### config.mk
export PLATFORM = sky130hd
export DESIGN_NAME = inport_buffer
export DESIGN_NICKNAME = d
export VERILOG_FILES = /design/src/rtl/inport_buffer.sv
export SDC_FILE = /design/constraint.sdc
export NUM_CORES = 1
export LEC_CHECK = 0
export CORE_UTILIZATION = 55
export CTS_CLUSTER_DIAMETER = 200
export DETAILED_ROUTE_END_ITERATION = 6
export MAX_ROUTING_LAYER = met4
export PLACE_DENSITY = 0.89
export SYNTH_ARGS = -nofsm -noshare
export SYNTH_HDL_FRONTEND = slang
export SYNTH_SLANG_ARGS = --single-unit
### constraint.sdc
create_clock -name clk -period 5.8 [get_ports clk]
set_clock_uncertainty 0.05 [all_clocks]
set_input_delay 0.58 -clock clk [delete_from_list [all_inputs] [get_ports clk]]
set_output_delay 0.58 -clock clk [all_outputs]
set_load 0.005 [all_outputs]
### src/rtl/inport_buffer.sv
// Ingress buffer: sign-extends external integer samples into the internal fixed-point
// format and queues them in a show-ahead FIFO. Optional drop counter via INPORT_DROP_CNT_EN.
module inport_buffer #(
    parameter int EXT_MSB          = 23,
    parameter int MSB              = 31,
    parameter int NUM_BITS_DECIMAL = 8,
    parameter int DEPTH            = 4,
    localparam int AW              = $clog2(DEPTH)
) (
    input  logic               clk,
    input  logic               rst,
    input  logic [EXT_MSB:0]   in_data,
    input  logic               in_data_en,
    output logic [MSB:0]       internal_data,
    output logic               internal_data_en,
    input  logic               internal_ready,
    output logic [AW:0]        fill_level,
    output logic               overflow,
    input  logic               clr_overflow
`ifdef INPORT_DROP_CNT_EN
    ,
    output logic [15:0]        drop_count
`endif
);

    localparam int         INT_W      = MSB + 1 - NUM_BITS_DECIMAL;
    localparam logic [AW:0] FULL_LEVEL = (AW + 1)'(DEPTH);

    generate
        if (MSB < EXT_MSB + NUM_BITS_DECIMAL) begin : g_width_check
            $error("inport_buffer: MSB too small for EXT_MSB + NUM_BITS_DECIMAL");
        end
        if (DEPTH < 2 || (1 << AW) != DEPTH) begin : g_depth_check
            $error("inport_buffer: DEPTH must be a power of two >= 2");
        end
    endgenerate

    // Integer part is sign-extended, fraction bits are zero.
    logic signed [INT_W-1:0] int_ext;
    logic [MSB:0]            conv;

    assign int_ext = INT_W'($signed(in_data));

    generate
        if (NUM_BITS_DECIMAL > 0) begin : g_frac
            assign conv = {int_ext, {NUM_BITS_DECIMAL{1'b0}}};
        end else begin : g_no_frac
            assign conv = int_ext;
        end
    endgenerate

    logic [MSB:0]  stg_data_reg;
    logic          stg_vld_reg;
    logic [AW-1:0] wr_ptr_reg;
    logic [AW-1:0] rd_ptr_reg;
    logic [AW:0]   fill_reg;
    logic          overflow_reg;
    logic [MSB:0]  mem [DEPTH];

    logic empty;
    logic full;
    logic pop;
    logic wr_en;
    logic drop;

    assign empty = (fill_reg == '0);
    assign full  = (fill_reg == FULL_LEVEL);
    assign pop   = !empty && internal_ready;
    // When full, a push only lands if the head leaves in the same cycle.
    assign wr_en = stg_vld_reg && (!full || pop);
    assign drop  = stg_vld_reg && full && !pop;

    always_ff @(posedge clk or posedge rst) begin
        if (rst) begin
            stg_data_reg <= '0;
            stg_vld_reg  <= 1'b0;
        end else begin
            stg_vld_reg <= in_data_en;
            if (in_data_en) begin
                stg_data_reg <= conv;
            end
        end
    end

    always_ff @(posedge clk) begin
        if (wr_en) begin
            mem[wr_ptr_reg] <= stg_data_reg;
        end
    end

    always_ff @(posedge clk or posedge rst) begin
        if (rst) begin
            wr_ptr_reg <= '0;
            rd_ptr_reg <= '0;
            fill_reg   <= '0;
        end else begin
            if (wr_en) begin
                wr_ptr_reg <= wr_ptr_reg + AW'(1);
            end
            if (pop) begin
                rd_ptr_reg <= rd_ptr_reg + AW'(1);
            end
            if (wr_en && !pop) begin
                fill_reg <= fill_reg + (AW + 1)'(1);
            end else if (pop && !wr_en) begin
                fill_reg <= fill_reg - (AW + 1)'(1);
            end
        end
    end

    // A drop in the same cycle as a clear leaves the flag set.
    always_ff @(posedge clk or posedge rst) begin
        if (rst) begin
            overflow_reg <= 1'b0;
        end else if (drop) begin
            overflow_reg <= 1'b1;
        end else if (clr_overflow) begin
            overflow_reg <= 1'b0;
        end
    end

`ifdef INPORT_DROP_CNT_EN
    logic [15:0] drop_cnt_reg;

    always_ff @(posedge clk or posedge rst) begin
        if (rst) begin
            drop_cnt_reg <= '0;
        end else if (drop) begin
            if (clr_overflow) begin
                drop_cnt_reg <= 16'd1;
            end else if (drop_cnt_reg != 16'hFFFF) begin
                drop_cnt_reg <= drop_cnt_reg + 16'd1;
            end
        end else if (clr_overflow) begin
            drop_cnt_reg <= '0;
        end
    end

    assign drop_count = drop_cnt_reg;
`endif

    assign internal_data    = empty ? '0 : mem[rd_ptr_reg];
    assign internal_data_en = !empty;
    assign fill_level       = fill_reg;
    assign overflow         = overflow_reg;

endmodule

Word-level counts from Yosys, hierarchy flattened

Memory sizes are Yosys's and may differ from the RTL's.
Index checks and enable logic that the tools add are counted.

Add/subtract/negate cells: 4
Muxes and demuxes: 7
Reductions and logical operators: 14
Equal/unequal tests: 1

Operators with widths:

| kind                                                                | number |
|---|---|
| 32-bit 2-to-1 mux                                                   | 1 |
| 1-bit logical AND                                                   | 6 |
| 3-bit 2-to-1 mux                                                    | 2 |
| 2-bit by 1-bit adder with 2-bit output (second input constant)      | 2 |
| 1-bit zero test                                                     | 4 |
| 1-bit 2-to-1 mux                                                    | 4 |
| 2-bit nonzero test                                                  | 2 |
| 3-bit by 1-bit adder with 3-bit output (second input constant)      | 1 |
| 3-bit == test (second input constant)                               | 1 |
| 3-bit zero test                                                     | 1 |
| 3-bit by 1-bit subtractor with 3-bit output (second input constant) | 1 |
| 1-bit logical OR                                                    | 1 |

Memories kept: 1
Memory bits (writable): 96
Input bits: 29
Flip-flop bits (word level): 33
Output and inout port bits: 37
Word-level logic and storage cells: 33

Memory list:

| memory | depth | bits a word | read ports | clocked after memory_dff | write ports | line | RTL |
|---|---|---|---|---|---|---|---|
| mem    | 4     | 24          | 1          | 0                        | 1           | 58   | `logic [MSB:0] mem [DEPTH];` |

Longest topological paths before layout

Depth after elaboration: 9
Depth in mapped cells: 9
Depth with buffers taken out: 8

Worst setup path after synthesis

OpenSTA, ideal clock, no wires.

Kind: input-to-reg
From: input port internal_ready
To: register fill_reg[1] (netlist: fill_level[1])
Stages on the path: 7
Slack: 3.606 ns
Arrival: 2.019 ns
Library setup time: 0.125 ns
Buffers on the path: 1
Required time: 5.625 ns
Cell sequence: nor4b_1 nor2b_1 buf_6 ha_1 inv_1 fa_1 mux2_2

Cells in the longest elaborated chain, start to end: 6
Elaborated cells on any way between the ends: 9
Classes of those cells: 1 x mux; 8 x reduce/logical

Ends and longest elaborated chain:

| item                                | line | RTL |
|---|---|---|
| start, declared                     | 16   | `input logic internal_ready,` |
| 1-bit logical AND (*)               | 68   | `assign pop = !empty && internal_ready;` |
| 1-bit logical OR (*)                | 70   | `assign wr_en = stg_vld_reg && (!full \|\| pop);` |
| 1-bit logical AND (*)               | 70   |  |
| via wr_en                           | 63   | `logic wr_en;` |
| 1-bit zero test                     | 105  | `end else if (pop && !wr_en) begin` |
| 1-bit logical AND                   | 105  |  |
| 2-bit nonzero test (no source line) | n/a  |  |
| end signal, assigned                | 104  | `fill_reg <= fill_reg + (AW + 1)'(1);` |
| end signal, assigned                | 106  | `fill_reg <= fill_reg - (AW + 1)'(1);` |
| end, declared                       | 56   | `logic [AW:0] fill_reg;` |

The timed path passes the listed nets; every way through them passes the cells marked *.
A chain may end at the register's enable or synchronous reset.

Worst setup path after layout

From: register rd_ptr_reg[1]
To: output port internal_data[13]

Cells in the longest elaborated chain, start to end: 2

Ends and longest elaborated chain:

| item                   | line | RTL |
|---|---|---|
| start, declared        | 55   | `logic [AW-1:0] rd_ptr_reg;` |
| start signal, assigned | 101  | `rd_ptr_reg <= rd_ptr_reg + AW'(1);` |
| memory 4 x 24 bit      | n/a  |  |
| 32-bit 2-to-1 mux      | 142  | `assign internal_data = empty ? '0 : mem[rd_ptr_reg];` |
| end, declared          | 14   | `output logic [MSB:0] internal_data,` |

No other way between the ends.

==> results by group <==
Finish
  • Register Area: between 3000 and 4000 um2
  • Filler cell count: a little over 500
  • Nets: 357
  • Share of cells above drive strength 1: 23.6%
  • Area growth syn-to-layout: 23.9%
  • Fin util: 71.5%
  • Ant diodes: 0
  • Multi-input gate area: between 1000 and 1500 um2
  • Max FFs per register: 96

CTS
  • Worst-Skew Late Latency: 520 ps
  • Setup Fix Bufs, Post-CTS: 0
  • CTS max path bufs: 2
  • Clock Sink Count: 129
  • CTS buffer count: 17
  • Htree depth: 4
  • # hold bufs at CTS: 0
  • Clock slew seen by the registers of the worst setup and hold paths: 60 ps
  • Root buf cell: clkbuf_8
  • PostCTS Resize Cnt: 0
  • CTS tree: done

Synth
  • Synthesized area: 5110 um2
  • Synth Register Bits: 129
  • Top-area cell type share of the netlist area: 56.5%
  • Seq/Total Area, Yosys: 72.6%
  • Fraction of registers with async set/reset: 25.6%
  • Most frequent cells after synthesis: 96 x edfxtp_1, 33 x dfrtp_1, 28 x and2_1
  • Yosys warnings: 0
  • Predominant post-synthesis flop cell: edfxtp_1
  • Number of enable flip-flop cells after synthesis: 96
  • Mapped Cells: between 200 and 300
  • Avg Cell Area, Syn: 20.1 um2
  • Post-synth cell types: 25
  • Count leader, synth: edfxtp_1
  • Yosys top cell by area: edfxtp_1
  • Synth top area cells: edfxtp_1 56%, dfrtp_1 16%, mux4_2 7.9%, mux2_2 5.5%, and2_1 3.4%

Floorplanning
  • Area of the core: 8850 um2
  • Die X: 98.4 um
  • Die Span Y: roughly 100 um
  • Ports: 66
  • Initial Utilization: 57.7%
  • Die area: 9670 um2
  • Row cnt: 34

Worst setup path
  • Setup crit end kind: primary output
  • Flop2flop setup slack: 2950 ps
  • Reg2reg end: fill_level[2]
  • CP max FO: 25
  • R2R Path Start: fill_level[0]
  • Register-to-Register Path Depth: 8
  • Crit Path Class: reg2out
  • Critical path required time: 5170 ps
  • CP arrival: 2740 ps
  • Setup crit start kind: flop

Power and ir drop
  • Worst VDD drop: 0.364 mV
  • Static Leak: 2.29 nW
  • Power Density: about 530 nW/um2

STA
  • Slew Limit Fails: 0
  • Final setup vio count: 0
  • Slew @ Worst Pin: 1190 ps
  • RSZ-0062 raised after global routing: false
  • Slew margin rel.: 20.9%
  • Setup tns final: 0 ps
  • Max Clock Freq: 297 MHz
  • Final Cycle Share: 58.0%
  • Post-route minimum period: about 3400 ps
  • Hold Fails Final Rpt: 0

Drt
  • DR vias: 2490
  • WL final: about 9 mm
  • Detail-routed via count per cell: 5.62
  • Routed Antenna Nets: 0
  • Initial DRT Pass Iterations: 7
  • DR WL/cell: 20.7 um
  • Residual DRC count: 2
  • Iter 0 DRT Violations: approximately 210

Placement
  • Hpwl dp: 4.92 mm
  • Global placement routability congestion: 0.781
  • I/O Buffers: 57

GRT
  • Largest net degree at the start of global routing: 34
  • Vias in the first global route: 2598
  • Total track usage: 21.6%
  • Initial antenna violation count: 0
  • First-pass GRT wire length: around 14 mm
  • Grt ovf: 0

Run status
  • Outcome: complete, but fails checks
  • Violations in the final reports: design-rule violations

Flow run
  • MaxCap Viol Count: 0

Worst hold path
  • HP Class: in2async
-- kinds of logic (layout without fill, tap and decap cells) --
group,count (synthesis),count (layout),share of synthesized area [%]
compound gates,1,1,0.0979
xor+xnor,6,6,1.03
fa+ha+maj,6,6,1.62
buf+inv,26,100,3.55
flops,129,129,72.6
mux,50,50,16.8
other cells,1,8,0.0734
simple gates,35,35,4.17
-- how the worst max path moves through the flow --
stage,depth (start not counted),to,start
after floorplan,7,fill_level[1],internal_ready
after global placement,3,internal_data[25],rd_ptr_reg[0]
after detailed placement,9,fill_level[2],internal_ready
after CTS,3,internal_data[25],rd_ptr_reg[0]
after global routing,3,internal_data[25],rd_ptr_reg[0]
final,3,internal_data[13],rd_ptr_reg[1]
-- power breakdown --
part           switching, mW  total (mW)  leakage [nW]  internal, mW
Clock                  0.378        1.07         0.289         0.694
Combinational          0.313       0.880         0.729         0.568
Sequential             0.168        1.37          1.27          1.20
Total                  0.859        3.32          2.29          2.46
-- critical path: stages (launching register included) --
cell             delay, ps
dfrtp_1               1130
mux4_2                 430
and2_1                 180
clkdlybuf4s50_1        470
-- placed cells by master (no fill, tap or decap), types with 6 or more instances in the layout --
master / instances
buf_4: 6
clkdlybuf4s50_1: 57
and2_1: 28
dfrtp_1: 32
mux2_2: 25
clkbuf_16: 16
mux4_1: 6
edfxtp_1: 96
mux4_2: 18
conb_1: 8
-- routing by layer --
| layer | track usage [%] | wire length (um) | vias up |
|---|---|---|---|
| met5 | - | 0 | - |
| met4 | 7.92 | 121 | 0 |
| met3 | 6.23 | 399 | 11 |
| met2 | 35.2 | 4840 | 77 |
| met1 | 25.7 | 3790 | 1308 |
| li1 | - | - | 1094 |
-- cell type report --
| class | instances | share of cell area, % |
|---|---|---|
| clock buffers | 17 | 6.55 |
| clock inverters | 15 | 3.01 |
| inverters | 5 | 0.297 |
| multi-input cells | 106 | 19.6 |
| flip-flops and latches | 129 | 58.6 |
| well taps | 108 | 2.14 |
| repair buffers | 63 | 9.73 |
-- through the flow --
step                      power [mW]  hold slack [ps]  std cells  setup slack, ps  area (um2)
final                           3.32              408        443             2430        6330
after global routing            3.46              475        443             2290        6330
after CTS                       3.35              423        443             2370        6330
after detailed placement        2.25              445        411             2900        5720
after global placement          2.21              427        411             2960        5720
after floorplan                 1.85              392        261             3610        5130
Note: power is estimated with default switching activity, not from simulation.
